==> config.mk <==
export PLATFORM = sky130hd
export DESIGN_NAME = udp_tx_scheduler
export DESIGN_NICKNAME = d
export VERILOG_FILES = /design/src/rtl/udp_tx_scheduler.sv
export SDC_FILE = /design/constraint.sdc
export NUM_CORES = 1
export LEC_CHECK = 0
export BUFFER_PORTS_ARGS = -buffer_cell sky130_fd_sc_hd__buf_2
export CELL_PAD_IN_SITES_DETAIL_PLACEMENT = 0
export CELL_PAD_IN_SITES_GLOBAL_PLACEMENT = 1
export CORE_AREA = 2 2 149 151
export DETAILED_ROUTE_END_ITERATION = 8
export DIE_AREA = 0 0 151 153
export PLACE_DENSITY_LB_ADDON = 0.1
export SYNTH_ARGS = -nofsm -noshare
export SYNTH_HDL_FRONTEND = slang
export SYNTH_SLANG_ARGS = --single-unit
==> constraint.sdc <==
create_clock -name clk_156_25 -period 2.2 [get_ports clk_156_25]
set_input_delay 0.22 -clock clk_156_25 [delete_from_list [all_inputs] [get_ports clk_156_25]]
set_output_delay 0.22 -clock clk_156_25 [all_outputs]
set_load 0.01 [all_outputs]
==> src/rtl/udp_tx_scheduler.sv <==
// udp_tx_scheduler: two-channel round-robin front end for a UDP sender.
// Grants one channel per packet, forwards its length/IP and muxes its FIFO.
module udp_tx_scheduler #(
   parameter logic [15:0] MIN_LEN = 16'd18,
   parameter logic [15:0] MAX_LEN = 16'd1472
) (
   input  logic        clk_156_25,
   input  logic        rst_n,
   input  logic [1:0]  ch_req,
   input  logic [15:0] ch0_len,
   input  logic [15:0] ch1_len,
   input  logic [31:0] ch0_ip_dst,
   input  logic [31:0] ch1_ip_dst,
   input  logic [63:0] ch0_rd_data,
   input  logic [63:0] ch1_rd_data,
   output logic [1:0]  ch_rd_req,
   output logic [1:0]  ch_done,
   output logic [1:0]  ch_err,
   output logic        tx_start,
   output logic [15:0] data_length,
   output logic [31:0] ip_dst_addr,
   input  logic        tx_idle,
   input  logic        rd_req,
   output logic [63:0] rd_data,
   output logic [15:0] pkt_cnt0,
   output logic [15:0] pkt_cnt1
);

   typedef enum logic [4:0] {
      IDLE  = 5'b00001,
      ARB   = 5'b00010,
      START = 5'b00100,
      BUSY  = 5'b01000,
      DONE  = 5'b10000
   } state_t;

   state_t      state_q, state_d;
   logic        gnt_q, gnt_d;
   logic        last_q, last_d;
   logic [15:0] len_q, len_d;
   logic [31:0] ip_q, ip_d;
   logic        tx_start_q, tx_start_d;
   logic [1:0]  done_q, done_d;
   logic [1:0]  err_q, err_d;
   logic [15:0] cnt0_q, cnt0_d;
   logic [15:0] cnt1_q, cnt1_d;

   logic        arb_sel;
   logic [15:0] arb_len;
   logic [31:0] arb_ip;
   logic        arb_ok;

   // When both channels ask, the one not served last wins.
   always_comb begin
      arb_sel = (ch_req == 2'b11) ? ~last_q : ch_req[1];
      arb_len = arb_sel ? ch1_len : ch0_len;
      arb_ip  = arb_sel ? ch1_ip_dst : ch0_ip_dst;
      arb_ok  = (arb_len >= MIN_LEN) && (arb_len <= MAX_LEN);
   end

   always_comb begin
      state_d    = state_q;
      gnt_d      = gnt_q;
      last_d     = last_q;
      len_d      = len_q;
      ip_d       = ip_q;
      tx_start_d = 1'b0;
      done_d     = 2'b00;
      err_d      = 2'b00;
      cnt0_d     = cnt0_q;
      cnt1_d     = cnt1_q;
      unique case (state_q)
         IDLE: begin
            if (tx_idle && (ch_req != 2'b00)) state_d = ARB;
         end
         ARB: begin
            if (ch_req == 2'b00) begin
               state_d = IDLE;
            end else begin
               gnt_d = arb_sel;
               len_d = arb_len;
               ip_d  = arb_ip;
               if (arb_ok) begin
                  state_d    = START;
                  tx_start_d = 1'b1;
               end else begin
                  state_d         = IDLE;
                  err_d[arb_sel]  = 1'b1;
                  last_d          = arb_sel;
               end
            end
         end
         START: begin
            // Sender only leaves idle once the MAC is ready.
            if (!tx_idle) state_d = BUSY;
            else          tx_start_d = 1'b1;
         end
         BUSY: begin
            if (tx_idle) begin
               state_d      = DONE;
               done_d[gnt_q] = 1'b1;
               if (gnt_q) cnt1_d = cnt1_q + 16'd1;
               else       cnt0_d = cnt0_q + 16'd1;
            end
         end
         DONE: begin
            state_d = IDLE;
            last_d  = gnt_q;
         end
         default: state_d = IDLE;
      endcase
   end

   always_ff @(posedge clk_156_25 or negedge rst_n) begin
      if (!rst_n) begin
         state_q    <= IDLE;
         gnt_q      <= 1'b0;
         last_q     <= 1'b1;
         len_q      <= 16'd0;
         ip_q       <= 32'd0;
         tx_start_q <= 1'b0;
         done_q     <= 2'b00;
         err_q      <= 2'b00;
         cnt0_q     <= 16'd0;
         cnt1_q     <= 16'd0;
      end else begin
         state_q    <= state_d;
         gnt_q      <= gnt_d;
         last_q     <= last_d;
         len_q      <= len_d;
         ip_q       <= ip_d;
         tx_start_q <= tx_start_d;
         done_q     <= done_d;
         err_q      <= err_d;
         cnt0_q     <= cnt0_d;
         cnt1_q     <= cnt1_d;
      end
   end

   always_comb begin
      ch_rd_req = 2'b00;
      if ((state_q == START) || (state_q == BUSY)) ch_rd_req[gnt_q] = rd_req;
   end

   assign rd_data     = gnt_q ? ch1_rd_data : ch0_rd_data;
   assign tx_start    = tx_start_q;
   assign data_length = len_q;
   assign ip_dst_addr = ip_q;
   assign ch_done     = done_q;
   assign ch_err      = err_q;
   assign pkt_cnt0    = cnt0_q;
   assign pkt_cnt1    = cnt1_q;

endmodule

# After elaboration in Yosys (flattened, before gate mapping)
# Index checks and enable logic that the tools add are counted.
dict set report totals {
  regBits 92
  inputBits 230
  output_inout_bits 151
}
dict set report op_classes {
  n_addsub 2
  order_cmp 6
  n_eq_ne 11
  n_mux 27
  bitwise_logic 4
  n_reduce_logical 13
}
# op n
set op_table {}
lappend op_table {{64-bit 2-to-1 mux} 1}
lappend op_table {{16-bit by 1-bit adder with 16-bit output, second input constant} 2}
lappend op_table {{32-bit 2-to-1 mux} 1}
lappend op_table {{5-bit case mux with 4 select lines} 1}
lappend op_table {{16-bit by 5-bit >= comparator with 1-bit output, second input constant} 1}
lappend op_table {{16-bit by 11-bit less-or-equal comparator with 1-bit output, second input constant} 1}
lappend op_table {{16-bit 2-to-1 mux} 1}
lappend op_table {{5-bit 2-to-1 mux} 3}
lappend op_table {{2-bit 2-to-1 mux} 6}
lappend op_table {{3-bit AND reduction} 4}
lappend op_table {{2-bit != test, second input constant} 5}
lappend op_table {{1-bit 2-to-1 mux} 8}
lappend op_table {{3-bit 2-to-1 mux} 2}
lappend op_table {{5-bit by 1-bit == test with 1-bit output, second input constant} 1}
lappend op_table {{5-bit by 2-bit == test with 1-bit output, second input constant} 1}
lappend op_table {{5-bit by 3-bit == test with 1-bit output, second input constant} 1}
lappend op_table {{5-bit by 4-bit == test with 1-bit output, second input constant} 1}
lappend op_table {{5-bit == test, second input constant} 1}
lappend op_table {{1-bit logical AND} 4}
lappend op_table {{1-bit by 2-bit < comparator with 1-bit output, second input constant} 2}
lappend op_table {{1-bit case mux with 2 select lines} 2}
lappend op_table {{2-bit nonzero test} 2}
lappend op_table {{1-bit NOT} 3}
lappend op_table {{2-bit AND} 1}
lappend op_table {{other kinds (6)} 8}

# Longest topological paths before layout
# Gate-level depths: netlist of run 1.
dict set report depth {
  depth_word 9
  ltp_mapped 7
}

# Worst setup path after synthesis of run 1
# Ideal clock, no wire load.
dict set report synth_timing {
  kind {register to register}
  startpoint {register state_q[1]}
  endpoint {register cnt0_q[10], in the netlist pkt_cnt0[10]}
  setup_ns 0.126
  arrival_ns 1.873
  t_required_ns 2.074
  path_slack_ns 0.201
  stages_incl_launch_ff 8
  path_cell_list {dfrtp_1 > buf_2 > or4b_4 > nor3_4 > and4_1 > buf_4 > nand4_1 > xnor2_1}
}
dict set report synth_between {
  elab_chain_len 2
}
# item line
set synth_rtl {}
lappend synth_rtl {{start: declaration} 37} ;# state_t state_q, state_d;
lappend synth_rtl {{start signal: assignment} 127} ;# state_q <= state_d;
lappend synth_rtl {{5-bit by 4-bit == test with 1-bit output} 72} ;# unique case (state_q)
lappend synth_rtl {{3-bit AND reduction (no line)} --}
lappend synth_rtl {{end signal: assignment} 135} ;# cnt0_q <= cnt0_d;
lappend synth_rtl {{end: declaration} 45} ;# logic [15:0] cnt0_q, cnt0_d;
# Every way passes these cells.
# A chain may end at the register's enable or synchronous reset.

# Worst setup path after layout of run 1
dict set report layout_timing {
  startpoint {register state_q[4]}
  endpoint {register cnt0_q[12], in the netlist pkt_cnt0[12]}
}
# Same word-level chain as after synthesis.

==> impl_metrics.prom, run 1 <==
# TYPE chip_impl_metric gauge
chip_impl_info{name="outcome",value="finished, final reports clean"} 1
chip_impl_metric{name="count_of_standard_cell_rows",unit=""} 54
chip_impl_metric{name="final_hold_violation_count",unit=""} 0
chip_impl_info{name="worst_r2r_endpoint",value="pkt_cnt0[12]"} 1
chip_impl_info{name="layout_commonest_cell",value="sky130_fd_sc_hd__buf_2"} 1
chip_impl_metric{name="ir_worst_vdd",unit="mV"} 0.387
chip_impl_metric{name="synth_seq_area_share",unit="%"} 46.4
chip_impl_metric{name="worst-endpoint-required",unit="ps"} 2430
chip_impl_metric{name="aggregate_global_route_resource_usage",unit="%"} 17.4
chip_impl_metric{name="synthDistinctLibCells",unit=""} 41
chip_impl_metric{name="yosys_warnings",unit=""} 0
chip_impl_metric{name="final.setup.tns",unit="ps"} 0
chip_impl_info{name="tritoncts",value="done"} 1
chip_impl_metric{name="path_max_fanout",unit=""} 6
chip_impl_info{name="endpoint_kind",value="flop"} 1
chip_impl_metric{name="design.die.area",unit="sq um"} 23100
chip_impl_metric{name="avgRoutedWirePerCell",unit="um"} 17.7
chip_impl_metric{name="worst_slew_pin_slew",unit="ps"} 453
chip_impl_metric{name="pwr_density_cell",unit="nW/um^2"} 962
chip_impl_metric{name="cts_sinks",unit=""} 92
chip_impl_metric{name="fin_worst_skew",unit="ps"} 7.51
chip_impl_metric{name="cts.repair_timing.setup_buffer_count",unit=""} 0
chip_impl_metric{name="grt_pass1_vias",unit=""} 5324
chip_impl_metric{name="report.final.setup_viol",unit=""} 0
chip_impl_metric{name="cts.clk_slew.worst_paths",unit="ps"} 70
chip_impl_info{name="worst_setup_ep",value="pkt_cnt0[12]"} 1
chip_impl_metric{name="synth.ff_latch_count",unit=""} 92
chip_impl_info{name="layout.cells.most_common_list",value="sky130_fd_sc_hd__buf_2, sky130_fd_sc_hd__dfrtp_1, sky130_fd_sc_hd__nand2_1"} 1
chip_impl_metric{name="grt_first_pass_wirelength",unit="mm"} 30.8
chip_impl_metric{name="clk_latency",unit="ps"} 340
chip_impl_metric{name="finalCoreUtilization",unit="%"} 35.1
chip_impl_metric{name="yosys.area.top_type_share",unit="%"} 45.3
chip_impl_metric{name="boundaryPins",unit=""} 381
chip_impl_metric{name="globalplace.congestion",unit=""} 0.961
chip_impl_metric{name="maxSlewHeadroom",unit="%"} 69.5
chip_impl_metric{name="clock_tree.htree_level_count",unit=""} 3
chip_impl_metric{name="post-place-ws",unit="ps"} 154
chip_impl_metric{name="grt_max_degree",unit=""} 67
chip_impl_metric{name="place.detailed.hpwl",unit="mm"} 17.0
chip_impl_metric{name="synthArstFlopShare",unit="%"} 100
chip_impl_metric{name="worst_ep_arrival_time",unit="ps"} 2230
chip_impl_info{name="ctsRootBufferMaster",value="sky130_fd_sc_hd__clkbuf_16"} 1
chip_impl_info{name="ys.flop_type",value="sky130_fd_sc_hd__dfrtp_1"} 1
chip_impl_metric{name="drv.max_cap_violation_count",unit=""} 0
chip_impl_metric{name="worstRegToRegCells",unit=""} 5
chip_impl_info{name="hold_class",value="input port to flop"} 1
chip_impl_metric{name="drc",unit=""} 0
chip_impl_metric{name="drt-vias-per-instance",unit=""} 4.48
chip_impl_metric{name="post_synth.cell_area_avg",unit="sq um"} 9.84
chip_impl_info{name="rr_startpoint",value="state_q[4]"} 1
chip_impl_metric{name="initial_core_util",unit="%"} 23.1
chip_impl_metric{name="port_buffer_count",unit=""} 380
chip_impl_info{name="worstPathCellList",value="or4b_4 > nor3_4 > and4_1 > nand4_1 > xnor2_1"} 1
chip_impl_metric{name="cts_buffers",unit=""} 9
chip_impl_metric{name="number_of_synthesized_flops_with_an_enable_pin",unit=""} 0
chip_impl_info{name="critical_path_class",value="flop to flop"} 1
chip_impl_metric{name="p_leak",unit="nW"} 3.96
chip_impl_metric{name="fin_crit_sh",unit="%"} 91.2
chip_impl_info{name="critical_path.startpoint_type",value="flop"} 1
chip_impl_metric{name="vias_after_detailed_routing",unit=""} 5213
chip_impl_metric{name="design.final.nets",unit=""} 1110
chip_impl_metric{name="initial_antenna_violation_count",unit=""} 2
chip_impl_metric{name="drt_wl_total",unit="mm"} 20.6
chip_impl_metric{name="gr-total-overflow",unit=""} 0
chip_impl_metric{name="post_route_cells_drive_above_1_share",unit="%"} 54.8
chip_impl_metric{name="cp.depth",unit=""} 5
chip_impl_info{name="synth_area_leader_cell",value="sky130_fd_sc_hd__dfrtp_1"} 1
chip_impl_metric{name="floorplan.die.height",unit="um"} 153
chip_impl_metric{name="clk_path_buf_depth",unit=""} 2
chip_impl_metric{name="chipWidth",unit="um"} 151
chip_impl_metric{name="cp.buffers_inverters",unit=""} 0
chip_impl_metric{name="total_placed_cells_including_tap_cells",unit=""} 1146
chip_impl_info{name="setup_repair_after_global_routing_missed_its_margin",value="false"} 1
chip_impl_metric{name="min_period",unit="ps"} 2010
chip_impl_info{name="cp_top_family",value="simple AND/OR/NAND/NOR gates"} 1
chip_impl_metric{name="netlist_area_pre_place",unit="sq um"} 4970
chip_impl_metric{name="drt.antenna.violating_nets",unit=""} 0
chip_impl_metric{name="timing.critical_path.slowest_cell_delay",unit="ps"} 580
chip_impl_info{name="timing.critical_path.from",value="state_q[4]"} 1
chip_impl_metric{name="number_of_instances_in_the_synthesized_netlist",unit=""} 505
chip_impl_metric{name="core-area",unit="sq um"} 21500
chip_impl_metric{name="detail_route.iter0.violations",unit=""} 176
chip_impl_info{name="yosys-top-cells-area",value="sky130_fd_sc_hd__dfrtp_1, sky130_fd_sc_hd__mux2_2, sky130_fd_sc_hd__nand2_1"} 1
chip_impl_info{name="critical_path.slowest_cell",value="sky130_fd_sc_hd__or4b_4"} 1
chip_impl_metric{name="maxClockFrequency",unit="MHz"} 498
chip_impl_metric{name="final-instance-count-excl-fill",unit=""} 1164
chip_impl_metric{name="firstDrtPassIters",unit=""} 4
chip_impl_metric{name="mappedNetlistNets",unit=""} 737
chip_impl_metric{name="area_growth",unit="%"} 51.8
chip_impl_metric{name="pnr_worst_setup_slack",unit="ps"} 194
chip_impl_info{name="hold_path.startpoint",value="tx_idle"} 1
chip_impl_metric{name="rrSetupSlack",unit="ps"} 190
chip_impl_metric{name="finalMaxSlewViolations",unit=""} 0
-- metrics by stage --
step,cell area (sq um),power [W],hold WS [ps]
6_report,7540,0.00725,105
5_1_grt,7540,0.00779,96.6
4_1_cts,7530,0.00737,92.0
3_5_place_dp,7250,0.00585,210
3_3_place_gp,7250,0.00584,204
2_1_floorplan,4970,0.00426,-75.6
-- routing by layer --
metal	track usage, %	vias to the layer above	wire length, um	share of wire, %
met1	23.8	2436	9270	45
met5	0	-	0	0
met4	4.01	0	282	1.4
li1	-	2549	-	-
met3	7.10	19	2030	9.8
met2	25.5	209	9030	44
-- cell families (layout without fill, tap and decap cells) --
kind of cell	count (synthesis)	count (layout)	synth area share, %
adders and majority gates	2	2	0.504
other	0	2	0
muxes	67	67	15.1
xor gates and xnor gates	31	31	5.47
buffers and inverters	37	414	2.90
and+or+nand+nor	180	180	17.2
AOI/OAI and AO/OA	96	96	12.4
DFF	92	92	46.4
-- cells in the mapped netlist (2+ instances only) --
master	count
sky130_fd_sc_hd__clkbuf_1	23
sky130_fd_sc_hd__nand3_1	11
sky130_fd_sc_hd__nor4_1	3
sky130_fd_sc_hd__a31oi_1	15
sky130_fd_sc_hd__nand2_1	86
sky130_fd_sc_hd__ha_1	2
sky130_fd_sc_hd__inv_1	5
sky130_fd_sc_hd__a22oi_1	32
sky130_fd_sc_hd__xnor2_1	18
sky130_fd_sc_hd__or3_1	3
sky130_fd_sc_hd__or2_2	2
sky130_fd_sc_hd__mux2_2	65
sky130_fd_sc_hd__nor3_1	3
sky130_fd_sc_hd__nor2_1	33
sky130_fd_sc_hd__dfstp_2	2
sky130_fd_sc_hd__buf_1	7
sky130_fd_sc_hd__xor2_1	13
sky130_fd_sc_hd__and3_1	11
sky130_fd_sc_hd__or4_1	6
sky130_fd_sc_hd__o21ai_0	39
sky130_fd_sc_hd__and4_1	3
sky130_fd_sc_hd__dfrtp_1	90
sky130_fd_sc_hd__nand4_1	9
sky130_fd_sc_hd__a32o_1	2
sky130_fd_sc_hd__nand2b_1	2
sky130_fd_sc_hd__nor2b_1	3
sky130_fd_sc_hd__mux2i_1	2
sky130_fd_sc_hd__a21boi_1	2
-- state kept, by name, indices dropped and copies added (netlist names) --
register,count
ch_err,2
ch_done,2
tx_start,1
last_q,1
data_length,16
gnt_q,1
pkt_cnt1,16
state_q,5
ip_dst_addr,32
pkt_cnt0,16
-- cell type report --
cell class,instances,area (sq um)
sequential,92,2310
antenna,2,5.00
timing repair buffer,394,2050
fill,2307,13900
inverter,5,18.8
clock buffer,10,239
tap,280,350
clock inverter,5,36.3
multi-input combinational,376,2530
-- worst min path at each step --
stage	to	slack, ps	cells past startpoint
2_1_floorplan	ch_done[0]	-80	0
3_3_place_gp	data_length[13]	200	1
3_5_place_dp	pkt_cnt0[13]	210	1
4_1_cts	state_q[3]	90	2
5_1_grt	state_q[3]	100	2
6_report	state_q[3]	100	2
-- where the power goes --
part / total [W] / internal [W] / switching, W
Combinational: 0.00332 / 0.00150 / 0.00181
Sequential: 0.00248 / 0.00218 / 0.000302
Clock: 0.00145 / 0.000792 / 0.000661
Total: 0.00725 / 0.00447 / 0.00278
-- what timing repair did --
item                                    in CTS  in global routing
hold endpoints to repair                    29                  0
hold buffers                                 1                  0
gates resized for setup                      0                  0
endpoints found under the setup margin       0                  0
No activity file was read; power rests on OpenSTA's default activity.
==> run 2, diff against run 1 <==
- ABC_AREA: default -> 1
- BUFFER_PORTS_ARGS: -buffer_cell sky130_fd_sc_hd__buf_2 -> -buffer_cell sky130_fd_sc_hd__buf_4
- CORE_AREA: 2 2 149 151 -> 2 2 148 150
- DIE_AREA: 0 0 151 153 -> 0 0 150 152
==> impl_metrics.prom, run 2 <==
# TYPE chip_impl_metric gauge
chip_impl_metric{name="synthDistinctLibCells",unit=""} 31
chip_impl_metric{name="share_of_synthesized_cell_area_in_full_adder_half_adder_and_majority_cells",unit="%"} 0.474
chip_impl_metric{name="initial_antenna_violation_count",unit=""} 0
chip_impl_metric{name="maxSlewHeadroom",unit="%"} 71.6
chip_impl_metric{name="firstDrtPassIters",unit=""} 4
chip_impl_metric{name="total_placed_cells_including_tap_cells",unit=""} 1381
chip_impl_metric{name="synth_compound_gate_area_share",unit="%"} 2.54
chip_impl_metric{name="post_synth_and_or_nand_nor_area_fraction",unit="%"} 42.3
chip_impl_info{name="setup_repair_after_global_routing_missed_its_margin",value="false"} 1
chip_impl_metric{name="aggregate_global_route_resource_usage",unit="%"} 18.1
chip_impl_metric{name="report.final.setup_viol",unit=""} 0
chip_impl_metric{name="synth_seq_area_share",unit="%"} 43.6
chip_impl_metric{name="fin_crit_sh",unit="%"} 86.9
chip_impl_info{name="crit_top_cell",value="sky130_fd_sc_hd__nand2_1"} 1
chip_impl_metric{name="finalMaxSlewViolations",unit=""} 0
chip_impl_info{name="dominant_combinational_cell_family_by_area_after_synthesis",value="simple AND/OR/NAND/NOR gates"} 1
chip_impl_metric{name="mappedNetlistNets",unit=""} 979
chip_impl_info{name="timing.critical_path.from",value="last_q"} 1
chip_impl_metric{name="maxClockFrequency",unit="MHz"} 523
chip_impl_info{name="critical_path_class",value="flop to flop"} 1
chip_impl_metric{name="core-area",unit="sq um"} 21400
chip_impl_info{name="synth_area_leader_cell",value="sky130_fd_sc_hd__dfrtp_1"} 1
chip_impl_metric{name="synth.area.mux_share",unit="%"} 0
chip_impl_metric{name="clk_path_buf_depth",unit=""} 2
chip_impl_metric{name="count_of_standard_cell_rows",unit=""} 54
chip_impl_metric{name="timing.critical_path.slowest_cell_delay",unit="ps"} 560
chip_impl_metric{name="cts.clk_slew.worst_paths",unit="ps"} 70
chip_impl_metric{name="post_synth.cell_area_avg",unit="sq um"} 7.07
chip_impl_metric{name="synth-xor-area-share",unit="%"} 4.98
chip_impl_info{name="endpoint_kind",value="flop"} 1
chip_impl_metric{name="drt-vias-per-instance",unit=""} 4.39
chip_impl_info{name="ys_top_cells_by_count",value="sky130_fd_sc_hd__nand2_1, sky130_fd_sc_hd__nand3_1, sky130_fd_sc_hd__dfrtp_1, sky130_fd_sc_hd__nor2_1, sky130_fd_sc_hd__inv_1"} 1
chip_impl_metric{name="yosys_warnings",unit=""} 0
chip_impl_metric{name="grt_pass1_vias",unit=""} 6048
chip_impl_metric{name="number_of_synthesized_flops_with_an_enable_pin",unit=""} 0
chip_impl_metric{name="avgRoutedWirePerCell",unit="um"} 15.1
chip_impl_info{name="rr_startpoint",value="last_q"} 1
chip_impl_metric{name="initial_core_util",unit="%"} 24.7
chip_impl_metric{name="synth.ff_latch_count",unit=""} 92
chip_impl_metric{name="design.die.area",unit="sq um"} 22800
chip_impl_metric{name="globalplace.congestion",unit=""} 0.788
chip_impl_info{name="ys.flop_type",value="sky130_fd_sc_hd__dfrtp_1"} 1
chip_impl_metric{name="final_hold_violation_count",unit=""} 0
chip_impl_metric{name="vias_after_detailed_routing",unit=""} 6134
chip_impl_metric{name="worst_ep_arrival_time",unit="ps"} 2190
chip_impl_metric{name="yosys.area.top_type_share",unit="%"} 42.7
chip_impl_metric{name="netlist_area_pre_place",unit="sq um"} 5280
chip_impl_metric{name="grt_max_degree",unit=""} 68
chip_impl_metric{name="postPlaceCellArea",unit="sq um"} 8450
chip_impl_metric{name="clk_latency",unit="ps"} 350
chip_impl_info{name="critical_path.startpoint_type",value="flop"} 1
chip_impl_info{name="critical_path.slowest_cell",value="sky130_fd_sc_hd__dfstp_2"} 1
chip_impl_metric{name="drv.max_cap_violation_count",unit=""} 0
chip_impl_metric{name="final-instance-count-excl-fill",unit=""} 1398
chip_impl_info{name="synth.most_common_cell",value="sky130_fd_sc_hd__nand2_1"} 1
chip_impl_metric{name="worst-endpoint-required",unit="ps"} 2470
chip_impl_metric{name="number_of_instances_in_the_synthesized_netlist",unit=""} 747
chip_impl_metric{name="stdcell_area",unit="sq um"} 8740
chip_impl_metric{name="largest_register_ff_count",unit=""} 32
chip_impl_metric{name="pwr_density_cell",unit="nW/um^2"} 948
chip_impl_metric{name="synthArstFlopShare",unit="%"} 100
chip_impl_metric{name="n_antenna_cell",unit=""} 0
chip_impl_metric{name="clock_tree.htree_level_count",unit=""} 3
chip_impl_metric{name="detail_route.iter0.violations",unit=""} 197
chip_impl_metric{name="cts_sinks",unit=""} 92
chip_impl_metric{name="drc",unit=""} 0
chip_impl_metric{name="final.setup.tns",unit="ps"} 0
chip_impl_metric{name="post_route_cells_drive_above_1_share",unit="%"} 38.4
chip_impl_metric{name="gr-total-overflow",unit=""} 0
chip_impl_metric{name="path_max_fanout",unit=""} 21
chip_impl_info{name="ctsRootBufferMaster",value="sky130_fd_sc_hd__clkbuf_16"} 1
chip_impl_metric{name="fin_worst_skew",unit="ps"} 8.73
chip_impl_metric{name="min_period",unit="ps"} 1910
chip_impl_metric{name="cts.repair_timing.setup_buffer_count",unit=""} 0
chip_impl_info{name="layout.cells.most_common_list",value="sky130_fd_sc_hd__buf_4, sky130_fd_sc_hd__nand2_1, sky130_fd_sc_hd__nand3_1"} 1
chip_impl_metric{name="p_leak",unit="nW"} 4.87
chip_impl_metric{name="worst_slew_pin_slew",unit="ps"} 425
chip_impl_metric{name="floorplan.die.height",unit="um"} 152
chip_impl_info{name="worstPathCellList",value="nand2_4 > nand2_4 > nand2_1 > nand2_1 > inv_1 > nor2_1 > nand2_1 > nor2_1 > nand3_1 > and2_1 > nor3_2"} 1
chip_impl_metric{name="boundaryPins",unit=""} 381
chip_impl_metric{name="drt.antenna.violating_nets",unit=""} 0
chip_impl_metric{name="chipWidth",unit="um"} 150
chip_impl_metric{name="area_growth",unit="%"} 65.5
chip_impl_metric{name="ir_worst_vdd",unit="mV"} 0.363
chip_impl_metric{name="drt_wl_total",unit="mm"} 21.0
chip_impl_metric{name="design.final.nets",unit=""} 1345
chip_impl_metric{name="grt_first_pass_wirelength",unit="mm"} 32.5
chip_impl_info{name="yosys-top-cells-area",value="sky130_fd_sc_hd__dfrtp_1, sky130_fd_sc_hd__nand2_1, sky130_fd_sc_hd__nand3_1"} 1
chip_impl_metric{name="post-place-ws",unit="ps"} 298
chip_impl_info{name="outcome",value="finished, final reports clean"} 1
chip_impl_info{name="layout_commonest_cell",value="sky130_fd_sc_hd__buf_4"} 1
chip_impl_info{name="hold_class",value="input port to flop"} 1
chip_impl_metric{name="cts_buffers",unit=""} 9
chip_impl_metric{name="port_buffer_count",unit=""} 380
chip_impl_metric{name="pnr_worst_setup_slack",unit="ps"} 289
chip_impl_info{name="tritoncts",value="done"} 1
chip_impl_metric{name="place.detailed.hpwl",unit="mm"} 16.8
chip_impl_info{name="hold_path.startpoint",value="ch0_ip_dst[20]"} 1
==> run 2: changes by cell type after synthesis, moves of 7 or more <==
cell / previous run / this run
sky130_fd_sc_hd__nor2_1: 33 / 49
sky130_fd_sc_hd__buf_2: 1 / 8
sky130_fd_sc_hd__o21ai_0: 39 / 10
sky130_fd_sc_hd__and3_1: 11 / 0
sky130_fd_sc_hd__a22oi_1: 32 / 0
sky130_fd_sc_hd__inv_1: 5 / 34
sky130_fd_sc_hd__mux2_2: 65 / 0
sky130_fd_sc_hd__nand3_1: 11 / 132
sky130_fd_sc_hd__nand2_1: 86 / 309
==> run 2: path summary, 6_finish.rpt <==
kind                                    to  slack, ps  cells past startpoint
setup / recovery                 ch_err[0]        290                     11
hold reg to reg               pkt_cnt1[15]        470                      1
min in group asynchronous  ip_dst_addr[22]        320                      2
max in group asynchronous  data_length[11]       1280                      3
setup reg to reg                 ch_err[0]        290                     11
hold / removal             ip_dst_addr[20]        100                      3
==> run 2: layer usage <==
layer | track usage [%] | wire length, um | vias up
met3 | 4.95 | 1950 | 33
met4 | 7.82 | 716 | 0
met5 | 0 | 0 | -
met1 | 20.5 | 7890 | 2740
li1 | - | - | 3110
met2 | 31.7 | 10500 | 251
==> run 2: layout make-up <==
type	count	area, sq um
sequential	92	2310
clock buffer	9	225
clock inverter	7	51.3
timing repair buffer	393	2990
inverter	40	150
tap	280	350
fill	2342	12600
multi-input combinational	577	2660
==> run 2: logic make-up (layout without fill, tap and decap cells) <==
family,after synthesis,after routing
AO/OA/AOI/OAI,24,24
XOR/XNOR,30,30
adder cells (fa/ha/maj),2,2
buffers and inverters,78,449
flip-flops,92,92
AND/OR/NAND/NOR,521,521
==> run 2: what timing repair did <==
| action | in CTS | in global routing |
|---|---|---|
| endpoints found under the hold margin | 19 | 0 |
| hold buffers | 1 | 0 |
| gates resized for setup | 0 | 0 |
==> run 2: through the flow <==
stage | utilization (%) | hold slack, ps | power (W)
final | 40.9 | 99.8 | 0.00829
after global routing | 40.9 | 105 | 0.00894
after CTS | 40.9 | 85.9 | 0.00843
after detailed placement | 39.6 | 151 | 0.00693
after global placement | 39.6 | 144 | 0.00696
after floorplan | - | -75.6 | 0.00455
==> run 2: worst max-delay path, delay by kind of cell (launching register included) <==
family,cells,cell delay [ps]
AND/OR/NAND/NOR,10,1210
buffers and inverters,1,60
flip-flops,1,560
==> run 2: where the power goes <==
group	leakage, nW	internal, W	switching (W)
Sequential	1.17	0.00219	0.000335
Clock	0.132	0.000772	0.000704
Combinational	3.57	0.00196	0.00232
Total	4.87	0.00492	0.00336
==> run 3, diff against run 2 <==
- CELL_PAD_IN_SITES_DETAIL_PLACEMENT: 0 -> default
- CELL_PAD_IN_SITES_GLOBAL_PLACEMENT: 1 -> default
- CORE_AREA: 2 2 148 150 -> 2 2 146 148
- DIE_AREA: 0 0 150 152 -> 0 0 148 150
- PLACE_DENSITY_LB_ADDON: 0.1 -> default
- clock period: 2.2 -> 1.7 ns (I/O delays scaled with it)
==> impl_metrics.prom, run 3 (synthesis results as in run 2) <==
# TYPE chip_impl_metric gauge
chip_impl_metric{name="chipWidth",unit="um"} 148
chip_impl_metric{name="design.die.area",unit="sq um"} 22200
chip_impl_info{name="layout_commonest_cell",value="sky130_fd_sc_hd__buf_4"} 1
chip_impl_metric{name="vias_after_detailed_routing",unit=""} 6348
chip_impl_metric{name="multi_input_area",unit="sq um"} 2870
chip_impl_metric{name="timing.critical_path.slowest_cell_delay",unit="ps"} 610
chip_impl_metric{name="grt_pass1_vias",unit=""} 6086
chip_impl_metric{name="maxClockFrequency",unit="MHz"} 551
chip_impl_metric{name="cts_buffers",unit=""} 9
chip_impl_metric{name="place.detailed.hpwl",unit="mm"} 16.4
chip_impl_metric{name="grt_max_degree",unit=""} 93
chip_impl_metric{name="pwr-share-comb",unit="%"} 54.2
chip_impl_metric{name="pnr_worst_setup_slack",unit="ps"} -115
chip_impl_metric{name="final_hold_violation_count",unit=""} 0
chip_impl_info{name="violations_in_the_final_reports",value="negative setup slack"} 1
chip_impl_metric{name="drt_wl_total",unit="mm"} 21.4
chip_impl_metric{name="switching_power",unit="W"} 0.00458
chip_impl_info{name="endpoint_kind",value="flop"} 1
chip_impl_metric{name="pwr_density_cell",unit="nW/um^2"} 1220
chip_impl_metric{name="drt-vias-per-instance",unit=""} 4.46
chip_impl_metric{name="maxSlewHeadroom",unit="%"} 65.2
chip_impl_metric{name="power_switching_share",unit="%"} 40.7
chip_impl_metric{name="fin_worst_skew",unit="ps"} 12.1
chip_impl_metric{name="clockPowerShare",unit="%"} 16.8
chip_impl_metric{name="drt.antenna.violating_nets",unit=""} 0
chip_impl_metric{name="worst_ep_arrival_time",unit="ps"} 2080
chip_impl_metric{name="report.final.setup_viol",unit=""} 6
chip_impl_metric{name="cp.buffers_inverters",unit=""} 1
chip_impl_info{name="critical_path.startpoint_type",value="flop"} 1
chip_impl_metric{name="clock_tree.htree_level_count",unit=""} 3
chip_impl_metric{name="port_buffer_count",unit=""} 380
chip_impl_metric{name="avgRoutedWirePerCell",unit="um"} 15.0
chip_impl_metric{name="clk_path_buf_depth",unit=""} 2
chip_impl_info{name="setup_repair_after_global_routing_missed_its_margin",value="true"} 1
chip_impl_info{name="layout.cells.most_common_list",value="sky130_fd_sc_hd__buf_4, sky130_fd_sc_hd__nand2_1, sky130_fd_sc_hd__nand3_1"} 1
chip_impl_metric{name="worst-endpoint-required",unit="ps"} 1960
chip_impl_metric{name="core-area",unit="sq um"} 20700
chip_impl_metric{name="drv.max_cap_violation_count",unit=""} 0
chip_impl_info{name="rr_startpoint",value="last_q"} 1
chip_impl_metric{name="cts.clk_slew.worst_paths",unit="ps"} 70
chip_impl_metric{name="n_antenna_cell",unit=""} 0
chip_impl_metric{name="drc",unit=""} 0
chip_impl_info{name="worstPathCellList",value="buf_6 > nand2_4 > nand3b_1 > nand2_1 > nor2_1 > nand2_1 > nor2_1 > nand2_1 > nand2_2 > nand3_2 > a21oi_1"} 1
chip_impl_metric{name="ir_worst_vdd",unit="mV"} 0.425
chip_impl_metric{name="min_period",unit="ps"} 1820
chip_impl_info{name="ctsRootBufferMaster",value="sky130_fd_sc_hd__clkbuf_16"} 1
chip_impl_metric{name="aggregate_global_route_resource_usage",unit="%"} 18.1
chip_impl_metric{name="clk_latency",unit="ps"} 350
chip_impl_metric{name="gr-total-overflow",unit=""} 0
chip_impl_info{name="critical_path_class",value="flop to flop"} 1
chip_impl_metric{name="post_route_cells_drive_above_1_share",unit="%"} 43.6
chip_impl_metric{name="finalMaxSlewViolations",unit=""} 0
chip_impl_metric{name="detail_route.iter0.violations",unit=""} 264
chip_impl_metric{name="area_growth",unit="%"} 75.0
chip_impl_info{name="crit_top_cell",value="sky130_fd_sc_hd__nand2_1"} 1
chip_impl_info{name="outcome",value="complete, but fails checks"} 1
chip_impl_metric{name="path_max_fanout",unit=""} 8
chip_impl_metric{name="power_frac_seq",unit="%"} 28.9
chip_impl_metric{name="cts_sinks",unit=""} 92
chip_impl_info{name="tritoncts",value="done"} 1
chip_impl_metric{name="post-place-ws",unit="ps"} -145
chip_impl_metric{name="total_power",unit="W"} 0.0113
chip_impl_metric{name="boundaryPins",unit=""} 381
chip_impl_metric{name="p_leak",unit="nW"} 5.03
chip_impl_info{name="hold_path.startpoint",value="ch0_ip_dst[11]"} 1
chip_impl_metric{name="internal-power",unit="W"} 0.00667
chip_impl_metric{name="register_area",unit="sq um"} 2310
chip_impl_metric{name="initial_core_util",unit="%"} 25.5
chip_impl_metric{name="initial_antenna_violation_count",unit=""} 0
chip_impl_metric{name="globalplace.congestion",unit=""} 0.817
chip_impl_metric{name="worst_slew_pin_slew",unit="ps"} 521
chip_impl_metric{name="floorplan.die.height",unit="um"} 150
chip_impl_metric{name="count_of_standard_cell_rows",unit=""} 53
chip_impl_info{name="cp_top_family",value="simple AND/OR/NAND/NOR gates"} 1
chip_impl_metric{name="design.final.nets",unit=""} 1376
chip_impl_info{name="critical_path.slowest_cell",value="sky130_fd_sc_hd__dfstp_2"} 1
chip_impl_metric{name="largest_register_ff_count",unit=""} 32
chip_impl_info{name="hold_class",value="input port to flop"} 1
chip_impl_metric{name="firstDrtPassIters",unit=""} 4
chip_impl_metric{name="fillerInstances",unit=""} 2131
chip_impl_metric{name="grt_first_pass_wirelength",unit="mm"} 31.9
chip_impl_info{name="timing.critical_path.from",value="last_q"} 1
chip_impl_metric{name="fin_crit_sh",unit="%"} 107
-- run 3: cell types whose count changed in the layout (fill, tap and decap cells not counted), moves of 5 or more --
| cell | change |
|---|---|
| sky130_fd_sc_hd__buf_4 | +20 |
| sky130_fd_sc_hd__nor2_1 | -10 |
| sky130_fd_sc_hd__nor2_2 | +6 |
| sky130_fd_sc_hd__nor3_2 | +5 |
| sky130_fd_sc_hd__nand2_2 | +8 |
| sky130_fd_sc_hd__nor3_1 | -5 |
| sky130_fd_sc_hd__buf_6 | +5 |
| sky130_fd_sc_hd__nand3_1 | -6 |
| sky130_fd_sc_hd__nand2_1 | -8 |
-- run 3: worst paths after layout --
check / endpoint / slack [ps] / cells after the start
max: state_q[2] / -120 / 11
min: ip_dst_addr[11] / 50 / 3
max reg2reg: state_q[2] / -120 / 11
min reg2reg: pkt_cnt0[15] / 470 / 1
max in group asynchronous: state_q[3] / 860 / 3
min in group asynchronous: ip_dst_addr[19] / 380 / 3
-- run 3: routing by layer --
metal,track usage [%],vias up,wire length (um)
met4,5.90,0,385
met5,0,-,0
met3,3.60,21,1470
li1,-,3181,-
met2,32.4,240,11000
met1,21.7,2906,8510
-- run 3: power by group through the flow --
stage               Clock (W)  Sequential [W]  Combinational [W]
floorplan                   0         0.00348            0.00241
global placement            0         0.00325            0.00581
detailed placement          0         0.00327            0.00580
CTS                   0.00196         0.00325            0.00591
global route          0.00207         0.00333            0.00664
finish                0.00190         0.00326            0.00610
-- run 3: layout make-up --
cell class / instances / share of cell area (%)
Timing Repair Buffer: 422 / 35.6
Inverter: 40 / 1.63
Clock inverter: 6 / 0.528
Tap cell: 275 / 3.72
Multi-Input combinational cell: 579 / 31.1
Clock buffer: 9 / 2.44
Sequential cell: 92 / 25.0
-- run 3: repair_timing --
action | in CTS | in global routing
gates cloned | 2 | 2
pin swaps | 3 | 13
buffers inserted | 3 | 8
resized for setup | 14 | 49
hold endpoints to repair | 90 | 0
endpoints found under the setup margin | 67 | 124
hold buffers | 1 | 0
-- run 3: tightest hold or removal path, cell delays in order --
cell and delay, ps:
sky130_fd_sc_hd__buf_4 80, sky130_fd_sc_hd__nand3_1 60, sky130_fd_sc_hd__nand3_1 60
-- run 3: metrics by stage --
| step | cell area (sq um) | std cells | hold slack, ps | setup TNS [ps] | utilization, % |
|---|---|---|---|---|---|
| after floorplan | 5280 | 747 | -126 | 0 | - |
| after global placement | 8560 | 1392 | 264 | -577 | 41.4 |
| after detailed placement | 8560 | 1392 | 264 | -785 | 41.4 |
| after CTS | 8960 | 1413 | 36.6 | -2510 | 43.3 |
| after global routing | 9240 | 1423 | 48.5 | -1500 | 44.7 |
| final | 9240 | 1423 | 49.8 | -595 | 44.7 |
